$ cat src/rtl/bk_pulse_scheduler.sv
// Round-robin breakdown-test pulse scheduler: one fixed-width pulse per slot over the enabled channels.
// Optional define BK_SCHED_PULSE_CNT_EN adds a wrapping 16-bit count of issued pulses on o_pulse_cnt.
module bk_pulse_scheduler #(
  parameter int N_CH      = 6,
  parameter int PULSE_CYC = 875,
  parameter int SLOT_CYC  = 500000,
  parameter int CNT_W     = 19
) (
  input  logic            i_clk_25m,
  input  logic            i_rst,
  input  logic            i_start,
  input  logic            i_stop,
  input  logic            i_single,
  input  logic [N_CH-1:0] i_ch_mask,
  output logic [N_CH-1:0] o_bk_pulse,
  output logic [2:0]      o_ch_idx,
  output logic            o_busy,
  output logic            o_sweep_done
`ifdef BK_SCHED_PULSE_CNT_EN
  ,
  output logic [15:0]     o_pulse_cnt
`endif
);

  typedef enum logic [1:0] {IDLE, PULSE, GAP} state_t;

  state_t           r_state, w_state;
  logic [CNT_W-1:0] r_cnt, w_cnt;
  logic [N_CH-1:0]  r_mask, w_mask, w_hiMask, r_pulse, w_pulse;
  logic [2:0]       r_ch, w_ch;
  logic             r_busy, r_done, w_done, w_entry;

  function automatic logic [2:0] lowBit(input logic [N_CH-1:0] m);
    lowBit = '0;
    for (int i = N_CH - 1; i >= 0; i--)
      if (m[i]) lowBit = 3'(i);
  endfunction

  always_comb begin
    w_state  = r_state;
    w_cnt    = r_cnt;
    w_mask   = r_mask;
    w_ch     = r_ch;
    w_done   = 1'b0;
    w_hiMask = '0;
    for (int i = 0; i < N_CH; i++)
      w_hiMask[i] = r_mask[i] && (i > int'(r_ch));

    if (i_stop) begin
      w_state = IDLE;
      w_cnt   = '0;
    end else begin
      case (r_state)
        IDLE: begin
          w_cnt = '0;
          if (i_start && (|i_ch_mask)) begin
            w_mask  = i_ch_mask;
            w_ch    = lowBit(i_ch_mask);
            w_state = PULSE;
          end
        end
        PULSE: begin
          w_cnt = r_cnt + 1'b1;
          if (r_cnt == CNT_W'(PULSE_CYC - 1)) w_state = GAP;
        end
        GAP: begin
          if (r_cnt == CNT_W'(SLOT_CYC - 1)) begin
            w_cnt = '0;
            if (|w_hiMask) begin
              w_ch    = lowBit(w_hiMask);
              w_state = PULSE;
            end else begin
              // Sweep boundary: the only point where a new mask is taken in
              w_done = 1'b1;
              if (i_single) begin
                w_state = IDLE;
              end else begin
                w_mask = i_ch_mask;
                if (|i_ch_mask) begin
                  w_ch    = lowBit(i_ch_mask);
                  w_state = PULSE;
                end else begin
                  w_state = IDLE;
                end
              end
            end
          end else begin
            w_cnt = r_cnt + 1'b1;
          end
        end
        default: begin
          w_state = IDLE;
          w_cnt   = '0;
        end
      endcase
    end

    w_pulse = '0;
    if (w_state == PULSE) w_pulse = {{(N_CH-1){1'b0}}, 1'b1} << w_ch;
    w_entry = (w_state == PULSE) && (r_state != PULSE);
  end

  always_ff @(posedge i_clk_25m) begin
    if (i_rst) begin
      r_state <= IDLE;
      r_cnt   <= '0;
      r_mask  <= '0;
      r_ch    <= '0;
      r_pulse <= '0;
      r_busy  <= 1'b0;
      r_done  <= 1'b0;
    end else begin
      r_state <= w_state;
      r_cnt   <= w_cnt;
      r_mask  <= w_mask;
      r_ch    <= w_ch;
      r_pulse <= w_pulse;
      r_busy  <= (w_state != IDLE);
      r_done  <= w_done;
    end
  end

  assign o_bk_pulse   = r_pulse;
  assign o_ch_idx     = r_ch;
  assign o_busy       = r_busy;
  assign o_sweep_done = r_done;

`ifdef BK_SCHED_PULSE_CNT_EN
  logic [15:0] r_pulseCnt;

  always_ff @(posedge i_clk_25m) begin
    if (i_rst) r_pulseCnt <= '0;
    else if (w_entry) r_pulseCnt <= r_pulseCnt + 16'd1;
  end

  assign o_pulse_cnt = r_pulseCnt;
`else
  logic w_unusedEntry;
  assign w_unusedEntry = w_entry;
`endif

endmodule
$ cat config.mk
export PLATFORM = sky130hd
export DESIGN_NAME = bk_pulse_scheduler
export DESIGN_NICKNAME = d
export VERILOG_FILES = /design/src/rtl/bk_pulse_scheduler.sv
export SDC_FILE = /design/constraint.sdc
export NUM_CORES = 1
export LEC_CHECK = 0
export ABC_AREA = 1
export CORE_MARGIN = 2
export CORE_UTILIZATION = 50
export CTS_BUF_LIST = sky130_fd_sc_hd__clkbuf_4 sky130_fd_sc_hd__clkbuf_8
export CTS_CLUSTER_DIAMETER = 100
export DETAILED_ROUTE_END_ITERATION = 8
export PLACE_DENSITY = 0.81
export SLEW_MARGIN = 0
export SYNTH_ARGS = -nofsm -noshare
export SYNTH_HDL_FRONTEND = slang
export SYNTH_SLANG_ARGS = --single-unit
$ cat constraint.sdc
create_clock -name i_clk_25m -period 2.8 [get_ports i_clk_25m]
set_clock_uncertainty 0.2 [all_clocks]
set_input_delay 0.42 -clock i_clk_25m [delete_from_list [all_inputs] [get_ports i_clk_25m]]
set_output_delay 0.42 -clock i_clk_25m [all_outputs]
set_load 0.05 [all_outputs]
==> results.txt, run 1 <==
----------------------------------------------------
[Logic synthesis]
  Synthesized netlist cell count ... 339
  Synthesis Warnings ... 0
  Cell type with the highest aggregate area in the netlist ... sky130_fd_sc_hd__dfxtp_1
  Top cells by area in the synthesized netlist ... sky130_fd_sc_hd__dfxtp_1 (33%), sky130_fd_sc_hd__nand2_1 (13%), sky130_fd_sc_hd__nor2_1 (10%), sky130_fd_sc_hd__inv_1 (7.2%), sky130_fd_sc_hd__nand3_1 (7.1%)
  Synthesized area ... 2250 µm²
  Sequential element share of the synthesized area ... 32.9%
  Synth cell types ... 35
  Share of the synthesized area in the top cell type ... 32.9%
  Mapped Nets ... 356
  #FFs+latches synth ... 37
  Mean instance size in the synthesized netlist ... 6.65 µm²

[Timing]
  Final Max Tran Viols ... 0
  Worst hold slack across all endpoints ... 0.260 ns
  Period Utilization, post-route ... 80.9%
  Setup Viol. Count Final ... 0
  Setup_tns ... 0 ns
  RSZ-0062 raised after global routing ... no
  Final Hold Violating Endpoints ... 0
  Worst slew slack as a fraction of its limit ... 67.0%
  FMAX ... 441 MHz
  Transition time at the pin with the least slew margin ... 0.494 ns
  Min Tclk post-route ... 2.27 ns

[Power]
  Internal power ... 0.860 mW
  Switching fraction of total power ... 26.9%
  Clock power frac ... 40.6%
  Pwr per Cell Area ... 447 nW/µm²
  Proportion of power drawn by combinational gates ... 13.0%
  Part of the power in registers ... 46.4%
  Peak supply drop ... 0.218 mV
  LEAKAGE ... 1.11 nW
  Total net switching power ... 0.316 mW
  Post-route total power ... 1.18 mW

[Die]
  Top-level port count ... 22
  Total die area ... 5060 µm²
  Floorplan row count ... 24
  Area of the core ... 4350 µm²
  Die Y-Extent ... 71.2 µm
  Initial Util ... 51.8%
  Die Span X ... 71.2 µm

[Global route]
  Initial antenna violation count ... 0
  Via count of the first global-routing pass ... 1955
  Total congestion overflow after global routing ... 0
  Total Routing Usage GR ... 20.4%
  Wire length of the first global-routing pass ... 8410 µm
  Largest net degree at the start of global routing ... 20

[Setup path]
  Buffering stage count on the worst path with inverters included ... 1
  CP max-delay cell ... sky130_fd_sc_hd__clkdlybuf4s50_1
  Critical path endpoint ... o_ch_idx[1]
  Category of the critical setup timing path ... reg -> out
  Source of the critical timing path ... o_ch_idx[1]
  Crit path required time ... 2.18 ns
  Worst flop-to-flop path startpoint ... r_cnt[0]
  Crit start category ... register
  Count of cells along the worst register-to-register path ... 10
  Total stage count of the critical path ... 1
  WP data arrival ... 1.65 ns
  Crit. End Element ... output port
  Highest fanout seen on the critical path ... 7
  Cell type group with the largest total delay on the critical path ... buffers and inverters
  FF-to-FF End ... r_mask[4]
  R2R setup slack ... 0.67 ns
  Ordered list of cells on the worst path ... clkdlybuf4s50_1
  Delay contributed by the slowest stage of the critical path ... 0.86 ns

[Detailed routing]
  Iteration count of the initial detailed-routing pass ... 4
  Detail-routed via count per cell ... 5.13
  Via Count ... 2139
  Routed len/inst ... 11.4 µm
  Routed Wire Length ... 4770 µm
  Remaining DRCs ... 0
  DRC marker count from the first detailed-route iteration ... 144
  Routed Antenna Nets ... 0

[Worst hold path]
  Min-delay worst type ... reg -> reg

[Layout]
  Most used cells in the layout excluding fill and tap cells ... sky130_fd_sc_hd__nand2_1 (77), sky130_fd_sc_hd__nor2_1 (60), sky130_fd_sc_hd__inv_1 (43), sky130_fd_sc_hd__dfxtp_1 (37), sky130_fd_sc_hd__nand3_1 (32)
  Multi-input gate area ... 1320 µm²
  Post-route core utilization ... 60.4%
  Leading cell type in the layout, fill and taps excluded ... sky130_fd_sc_hd__nand2_1
  Number of filler instances in the final layout ... 414
  Number of nets in the layout ... 381
  Share of post-route cells with drive strength above 1 ... 13.4%
  Synthesis-to-finish area growth ... 16.7%
  Sequential Area ... 741 µm²
  Number of antenna diodes ... 0

[CTS]
  Clock-pin transition on the worst setup and hold timing paths ... 0.09 ns
  Total number of H-tree levels ... 2
  TritonCTS sink count ... 37
  Number of buffers added by the clock tree synthesis step ... 5
  Post-cts gate resize count ... 0
  Post-CTS repair timing setup buffer count ... 0
  Root Buffer ... sky130_fd_sc_hd__clkbuf_8
  TritonCTS clock tree ... built
  # hold bufs at CTS ... 0
  Maximum buffer depth of the clock tree ... 2
  Clock latency of the later-clocked register in the worst-skew pair ... 0.30 ns

[Placement]
  Input/output buffers ... 21
  Post-detail-place hpwl ... 3610 µm
  Final GP Congestion ... 0.938

[Flow run]
  Total of max-cap violations ... 0

[Outcome]
  Run status ... completed

----------------------------------------------------
[metrics by stage]
step                cell area [µm²]  setup slack (ns)  instances
floorplan                      2250             0.696        339
global placement               2520             0.545        409
detailed placement             2520             0.484        409
CTS                            2630             0.540        417
global route                   2630             0.491        417
finish                         2630             0.534        417
[power by group through the flow]
| stage | Sequential, mW | Combinational (mW) | Clock (mW) |
|---|---|---|---|
| 6_report | 0.546 | 0.152 | 0.477 |
| 2_1_floorplan | 0.575 | 0.0848 | 0 |
| 3_5_place_dp | 0.558 | 0.150 | 0 |
| 4_1_cts | 0.546 | 0.152 | 0.484 |
| 3_3_place_gp | 0.558 | 0.148 | 0 |
| 5_1_grt | 0.548 | 0.169 | 0.507 |
[worst min-delay path by stage]
stage / startpoint / to / slack, ns / cells past startpoint
after CTS: r_mask[4] / r_mask[4] / 0.27 / 2
after floorplan: r_mask[4] / r_mask[4] / 0.23 / 2
after global placement: r_mask[4] / r_mask[4] / 0.24 / 2
after global routing: r_mask[4] / r_mask[4] / 0.28 / 2
final: r_mask[4] / r_mask[4] / 0.26 / 2
after detailed placement: r_mask[4] / r_mask[4] / 0.25 / 2
[layer usage]
| layer | part of all wire, % | vias up | global-route usage [%] |
|---|---|---|---|
| met5 | 0 | - | 0 |
| li1 | - | 1124 | - |
| met3 | 4.4 | 9 | 3.70 |
| met2 | 45 | 45 | 32.3 |
| met1 | 49 | 961 | 27.8 |
| met4 | 1.9 | 0 | 7.76 |
[cell families after synthesis]
logic type	after synthesis	synth area share [%]
xor gates and xnor gates	4	1.55
buffers and inverters	50	8.60
and+or+nand+nor	217	46.6
DFF	37	32.9
adders and majority gates	6	3.33
AOI/OAI and AO/OA	25	7.05
[state kept, by name (all words and copies together) (netlist names)]
signal        flops
o_ch_idx          3
o_bk_pulse        6
r_state           2
o_sweep_done      1
r_mask            5
o_busy            1
r_cnt            19
[synthesized netlist by cell type]
cell,count
sky130_fd_sc_hd__nand2_1,77
sky130_fd_sc_hd__nor2_1,60
sky130_fd_sc_hd__inv_1,43
sky130_fd_sc_hd__dfxtp_1,37
sky130_fd_sc_hd__nand3_1,32
sky130_fd_sc_hd__a21oi_1,10
sky130_fd_sc_hd__nand2_2,8
sky130_fd_sc_hd__nor3_1,8
sky130_fd_sc_hd__nor2_2,7
sky130_fd_sc_hd__ha_1,6
sky130_fd_sc_hd__o21ai_0,5
sky130_fd_sc_hd__nand3_2,4
sky130_fd_sc_hd__xor2_1,4
sky130_fd_sc_hd__inv_2,3
sky130_fd_sc_hd__nand2_4,3
sky130_fd_sc_hd__nand4_1,3
sky130_fd_sc_hd__nor2_4,3
sky130_fd_sc_hd__o21ai_2,3
sky130_fd_sc_hd__buf_2,2
sky130_fd_sc_hd__nor3_2,2
sky130_fd_sc_hd__nor3b_1,2
sky130_fd_sc_hd__nor4_1,2
sky130_fd_sc_hd__o21ai_1,2
sky130_fd_sc_hd__or2_2,2
sky130_fd_sc_hd__a211oi_1,1
sky130_fd_sc_hd__a21oi_4,1
sky130_fd_sc_hd__a221oi_1,1
sky130_fd_sc_hd__a22oi_1,1
sky130_fd_sc_hd__and2_2,1
sky130_fd_sc_hd__buf_4,1
sky130_fd_sc_hd__clkbuf_1,1
sky130_fd_sc_hd__nor2_8,1
sky130_fd_sc_hd__nor3_4,1
sky130_fd_sc_hd__nor4_2,1
sky130_fd_sc_hd__o21bai_1,1
[layout make-up]
class                           instances  area share (%)
Multi-Input combinational cell        252            50.2
Clock buffer                            5            2.62
Timing Repair Buffer                   22            8.27
Sequential cell                        37            28.2
Inverter                               46            6.56
Clock inverter                          3            1.76
Tap cell                               52            2.47
No activity file was read; power rests on OpenSTA's default activity.
==> inputs of run 2 (changes only) <==
==> constraint.sdc (replaced) <==
create_clock -name i_clk_25m -period 2.15 [get_ports i_clk_25m]
set_clock_uncertainty 0.2 [all_clocks]
set_input_delay 0.3225 -clock i_clk_25m [delete_from_list [all_inputs] [get_ports i_clk_25m]]
set_output_delay 0.3225 -clock i_clk_25m [all_outputs]
set_load 0.05 [all_outputs]
==> results.txt, run 2 (synthesis results as in run 1) <==
----------------------------------------------------
[Die]
  Initial Util ... 51.8%
  Total die area ... 5060 µm²
  Area of the core ... 4350 µm²
  Die Y-Extent ... 71.2 µm
  Die Span X ... 71.2 µm
  Top-level port count ... 22
  Floorplan row count ... 24

[Layout]
  Register name with the most flops ... r_cnt
  Number of flip-flops under the largest register name ... 19
  Leading cell type in the layout, fill and taps excluded ... sky130_fd_sc_hd__nand2_1
  Final instance count without filler cells ... 431
  Most used cells in the layout excluding fill and tap cells ... sky130_fd_sc_hd__nand2_1 (77), sky130_fd_sc_hd__nor2_1 (60), sky130_fd_sc_hd__inv_1 (43), sky130_fd_sc_hd__dfxtp_1 (37), sky130_fd_sc_hd__nand3_1 (32)
  Share of post-route cells with drive strength above 1 ... 17.2%
  Number of antenna diodes ... 0
  Number of nets in the layout ... 395
  Post-route cell area ... 2760 µm²
  Synthesis-to-finish area growth ... 22.3%

[Timing]
  FMAX ... 479 MHz
  Worst slew slack as a fraction of its limit ... 65.6%
  Period Utilization, post-route ... 97.1%
  Final Hold Violating Endpoints ... 0
  Final Max Tran Viols ... 0
  Worst hold slack across all endpoints ... 0.261 ns
  Transition time at the pin with the least slew margin ... 0.515 ns
  Setup Viol. Count Final ... 0
  Min Tclk post-route ... 2.09 ns

[Setup path]
  Ordered list of cells on the worst path ... clkdlybuf4s50_1
  CP max-delay cell ... sky130_fd_sc_hd__clkdlybuf4s50_1
  Crit. End Element ... output port
  Crit path required time ... 1.63 ns
  Cell type group with the largest total delay on the critical path ... buffers and inverters
  Delay contributed by the slowest stage of the critical path ... 0.84 ns
  WP data arrival ... 1.56 ns
  Crit start category ... register
  Highest fanout seen on the critical path ... 5
  Buffering stage count on the worst path with inverters included ... 1
  Category of the critical setup timing path ... reg -> out

[Detailed routing]
  DRC marker count from the first detailed-route iteration ... 219
  Remaining DRCs ... 0
  Routed Antenna Nets ... 0
  Routed Wire Length ... 4940 µm
  Routed len/inst ... 11.5 µm
  Detail-routed via count per cell ... 5.10
  Iteration count of the initial detailed-routing pass ... 5
  Via Count ... 2197

[CTS]
  # hold bufs at CTS ... 0
  TritonCTS sink count ... 37
  Maximum buffer depth of the clock tree ... 2
  Total number of H-tree levels ... 2
  Root Buffer ... sky130_fd_sc_hd__clkbuf_8
  TritonCTS clock tree ... built
  Number of buffers added by the clock tree synthesis step ... 5
  Clock latency of the later-clocked register in the worst-skew pair ... 0.30 ns
  Clock-pin transition on the worst setup and hold timing paths ... 0.08 ns

[Placement]
  Input/output buffers ... 21
  Post-detail-place hpwl ... 3700 µm
  Placed instance count ... 422
  Placed standard-cell area ... 2610 µm²
  Final GP Congestion ... 0.981

[Outcome]
  Run status ... completed

[Power]
  LEAKAGE ... 1.20 nW
  Peak supply drop ... 0.359 mV
  Pwr per Cell Area ... 561 nW/µm²

[Global route]
  Initial antenna violation count ... 0
  Total Routing Usage GR ... 20.7%
  Total congestion overflow after global routing ... 0
  Largest net degree at the start of global routing ... 14
  Via count of the first global-routing pass ... 1988
  Wire length of the first global-routing pass ... 8570 µm

[Flow run]
  Total of max-cap violations ... 0

[Worst hold path]
  Min-delay worst type ... reg -> reg

----------------------------------------------------
==> run 2: cell types whose count changed in the layout (fill, tap and decap cells not counted) <==
cell,before,now
sky130_fd_sc_hd__dlymetal6s2s_1,0,1
sky130_fd_sc_hd__buf_4,1,16
sky130_fd_sc_hd__ha_4,0,1
sky130_fd_sc_hd__o21ai_4,0,1
sky130_fd_sc_hd__o21ai_2,3,2
sky130_fd_sc_hd__ha_1,6,5
sky130_fd_sc_hd__clkdlybuf4s50_1,21,19
==> run 2: cell type report <==
class / count / area [µm²]
fillers: 371 / 1600
multi-input cells: 252 / 1340
flip-flops and latches: 37 / 741
repair buffers: 36 / 323
inverters: 46 / 173
clock buffers: 5 / 68.8
well taps: 52 / 65.1
clock inverters: 3 / 46.3
==> run 2: per-stage QoR <==
| stage | setup WS [ns] | TNS, ns | utilization, % | power [mW] |
|---|---|---|---|---|
| finish | 0.0631 | 0 | 63.3 | 1.55 |
| global route | -0.0315 | -0.0373 | 63.3 | 1.61 |
| CTS | 0.0168 | 0 | 62.6 | 1.55 |
| detailed placement | 0.0177 | 0 | 60.0 | 0.931 |
| global placement | 0.0443 | 0 | 60.0 | 0.930 |
| floorplan | 0.0457 | 0 | - | 0.859 |
==> run 2: worst paths after layout <==
path	start	end	slack [ns]	cells past startpoint
worst max register to register	o_ch_idx[2]	r_mask[4]	0.15	9
worst max-delay path	o_ch_idx[2]	o_ch_idx[2]	0.06	1
worst min-delay path	r_mask[4]	r_mask[4]	0.26	2
worst min register to register	r_mask[4]	r_mask[4]	0.26	2
==> run 2: what timing repair did <==
action	in CTS	in global routing
endpoints found under the setup margin	0	8
setup buffers	0	1
endpoints found under the hold margin	0	0
gates resized for setup	0	4
==> run 2: metal layers <==
metal / vias up / global-route usage, % / routed length, µm
li1: 1147 / - / -
met1: 978 / 29.3 / 2360
met2: 67 / 32.8 / 2290
met3: 5 / 2.56 / 227
met4: 0 / 6.92 / 59
met5: - / 0 / 0
==> run 2: power by group <==
part           leakage (nW)  switching [mW]  internal [mW]
Clock                0.0543           0.272          0.347
Sequential            0.300         0.00951          0.698
Combinational         0.844           0.133         0.0872
Total                  1.20           0.415           1.13
==> inputs of run 3 (changes only) <==
--- a/config.mk
+++ b/config.mk
@@ -6,12 +6,15 @@
 export NUM_CORES = 1
 export LEC_CHECK = 0
 export ABC_AREA = 1
+export CELL_PAD_IN_SITES_DETAIL_PLACEMENT = 0
+export CELL_PAD_IN_SITES_GLOBAL_PLACEMENT = 1
 export CORE_MARGIN = 2
-export CORE_UTILIZATION = 50
+export CORE_UTILIZATION = 42
 export CTS_BUF_LIST = sky130_fd_sc_hd__clkbuf_4 sky130_fd_sc_hd__clkbuf_8
 export CTS_CLUSTER_DIAMETER = 100
 export DETAILED_ROUTE_END_ITERATION = 8
-export PLACE_DENSITY = 0.81
+export PLACE_DENSITY = 0.92
+export SETUP_SLACK_MARGIN = 0.2
 export SLEW_MARGIN = 0
 export SYNTH_ARGS = -nofsm -noshare
 export SYNTH_HDL_FRONTEND = slang
==> results.txt, run 3 (synthesis results as in run 1) <==
----------------------------------------------------
[Outcome]
  Run status ... completed

[Timing]
  Min Tclk post-route ... 1.91 ns
  Setup Viol. Count Final ... 0
  RSZ-0062 raised after global routing ... yes
  Post-route worst setup slack ... 0.239 ns
  Final Hold Violating Endpoints ... 0
  Worst hold slack across all endpoints ... 0.263 ns
  Setup_tns ... 0 ns
  Worst slew slack as a fraction of its limit ... 66.1%
  Period Utilization, post-route ... 88.9%
  Final Max Tran Viols ... 0
  FMAX ... 523 MHz
  Transition time at the pin with the least slew margin ... 0.508 ns

[Worst hold path]
  End point of the most critical hold path ... r_mask[1]
  Source of the worst hold timing path ... r_mask[1]
  Hold Path Stages ... 2
  Min-delay worst type ... reg -> reg

[Placement]
  Input/output buffers ... 21
  Placed instance count ... 442
  Final GP Congestion ... 0.876
  Placed standard-cell area ... 2670 µm²
  Post-detail-place hpwl ... 3990 µm
  Setup slack at placement ... -0.0426 ns

[Setup path]
  Worst flop-to-flop path startpoint ... r_cnt[4]
  Crit. End Element ... register
  FF-to-FF End ... r_mask[4]
  WP data arrival ... 1.90 ns
  Crit start category ... register
  R2R setup slack ... 0.24 ns
  Category of the critical setup timing path ... reg -> reg
  Count of cells along the worst register-to-register path ... 9
  Crit path required time ... 2.13 ns
  Highest fanout seen on the critical path ... 6

[Detailed routing]
  Detail-routed via count per cell ... 4.82
  Routed Wire Length ... 5500 µm
  Routed Antenna Nets ... 0
  Iteration count of the initial detailed-routing pass ... 4
  Via Count ... 2208
  DRC marker count from the first detailed-route iteration ... 95
  Remaining DRCs ... 0
  Routed len/inst ... 12.0 µm

[Die]
  Initial Util ... 43.9%
  Top-level port count ... 22
  Total die area ... 5970 µm²
  Die Span X ... 77.3 µm
  Floorplan row count ... 26
  Area of the core ... 5140 µm²
  Die Y-Extent ... 77.3 µm

[CTS]
  # hold bufs at CTS ... 0
  Number of buffers added by the clock tree synthesis step ... 5
  Maximum buffer depth of the clock tree ... 2
  Clock latency of the later-clocked register in the worst-skew pair ... 0.29 ns
  Root Buffer ... sky130_fd_sc_hd__clkbuf_8
  TritonCTS clock tree ... built
  Clock-pin transition on the worst setup and hold timing paths ... 0.08 ns
  TritonCTS sink count ... 37
  Total number of H-tree levels ... 2

[Global route]
  Largest net degree at the start of global routing ... 20
  Wire length of the first global-routing pass ... 8790 µm
  Total congestion overflow after global routing ... 0
  Initial antenna violation count ... 0
  Via count of the first global-routing pass ... 1971
  Total Routing Usage GR ... 18.2%

[Layout]
  Number of antenna diodes ... 0
  Number of nets in the layout ... 404
  Post-route core utilization ... 60.6%
  Final instance count without filler cells ... 458
  Post-route cell area ... 3120 µm²
  Share of post-route cells with drive strength above 1 ... 32.7%
  Number of flip-flops under the largest register name ... 19
  Most used cells in the layout excluding fill and tap cells ... sky130_fd_sc_hd__nand2_1 (70), sky130_fd_sc_hd__nor2_1 (51), sky130_fd_sc_hd__inv_1 (35), sky130_fd_sc_hd__nand3_1 (25), sky130_fd_sc_hd__buf_4 (21)
  Synthesis-to-finish area growth ... 38.2%
  Sequential Area ... 777 µm²
  Number of filler instances in the final layout ... 516
  Register name with the most flops ... r_cnt
  Leading cell type in the layout, fill and taps excluded ... sky130_fd_sc_hd__nand2_1
  Multi-input gate area ... 1520 µm²

[Flow run]
  Total of max-cap violations ... 0

[Power]
  Pwr per Cell Area ... 534 nW/µm²
  Peak supply drop ... 0.259 mV
  LEAKAGE ... 1.46 nW
  Post-route total power ... 1.66 mW

----------------------------------------------------
-- run 3: cell count changes in the layout (fill, tap and decap cells not counted), sizes merged --
cell | before | now
dlymetal6s2s | 1 | 8
dlygate4sd2 | 0 | 3
clkdlybuf4s50 | 19 | 10
clkinvlp | 1 | 0
bufinv | 1 | 2
buf | 16 | 24
-- run 3: area by class of cell --
type                    count  area share (%)
multi-input cells         252            48.7
flip-flops and latches     37            24.9
repair buffers             45            13.7
inverters                  46            5.54
well taps                  70            2.81
clock buffers               5            2.21
clock inverters             3            2.09
-- run 3: timing repair --
| item | CTS | global route |
|---|---|---|
| resized for setup | 4 | 82 |
| setup endpoints to repair | 7 | 25 |
| pin swaps | 0 | 27 |
| setup buffers | 0 | 8 |
-- run 3: worst max path at each step --
stage | start | to | slack (ns) | depth (start not counted)
2_1_floorplan | o_ch_idx[2] | r_mask[4] | 0.27 | 8
3_3_place_gp | i_ch_mask[5] | o_bk_pulse[0] | -0.03 | 12
3_5_place_dp | i_ch_mask[5] | o_bk_pulse[2] | -0.04 | 13
4_1_cts | r_cnt[0] | r_cnt[18] | 0.21 | 10
5_1_grt | r_cnt[1] | r_cnt[15] | 0.13 | 10
6_report | r_cnt[4] | r_mask[4] | 0.24 | 9
-- run 3: power breakdown --
group | internal, mW | total, mW | switching [mW]
clock | 0.461 | 0.720 | 0.259
combinational | 0.0959 | 0.238 | 0.142
sequential | 0.693 | 0.705 | 0.0118
total | 1.25 | 1.66 | 0.413
-- run 3: metal layers --
layer	GRT usage, %	part of all wire, %	routed length (µm)	vias up
met1	25.2	49	2680	1001
met4	5.36	1.1	61	0
met2	28.3	47	2610	35
met5	0	0	0	-
met3	3.76	2.7	146	6
li1	-	-	-	1166
-- run 3: critical path, cell delays in order, from the launching register on --
cell and delay (ns):
sky130_fd_sc_hd__dfxtp_1 0.43, sky130_fd_sc_hd__nand2_4 0.12, sky130_fd_sc_hd__nor2_8 0.18, sky130_fd_sc_hd__nand3_4 0.12
sky130_fd_sc_hd__nand2_4 0.09, sky130_fd_sc_hd__nand2_4 0.06, sky130_fd_sc_hd__nor3_4 0.25, sky130_fd_sc_hd__nand2_2 0.15
sky130_fd_sc_hd__o21ai_2 0.16, sky130_fd_sc_hd__a21oi_1 0.05
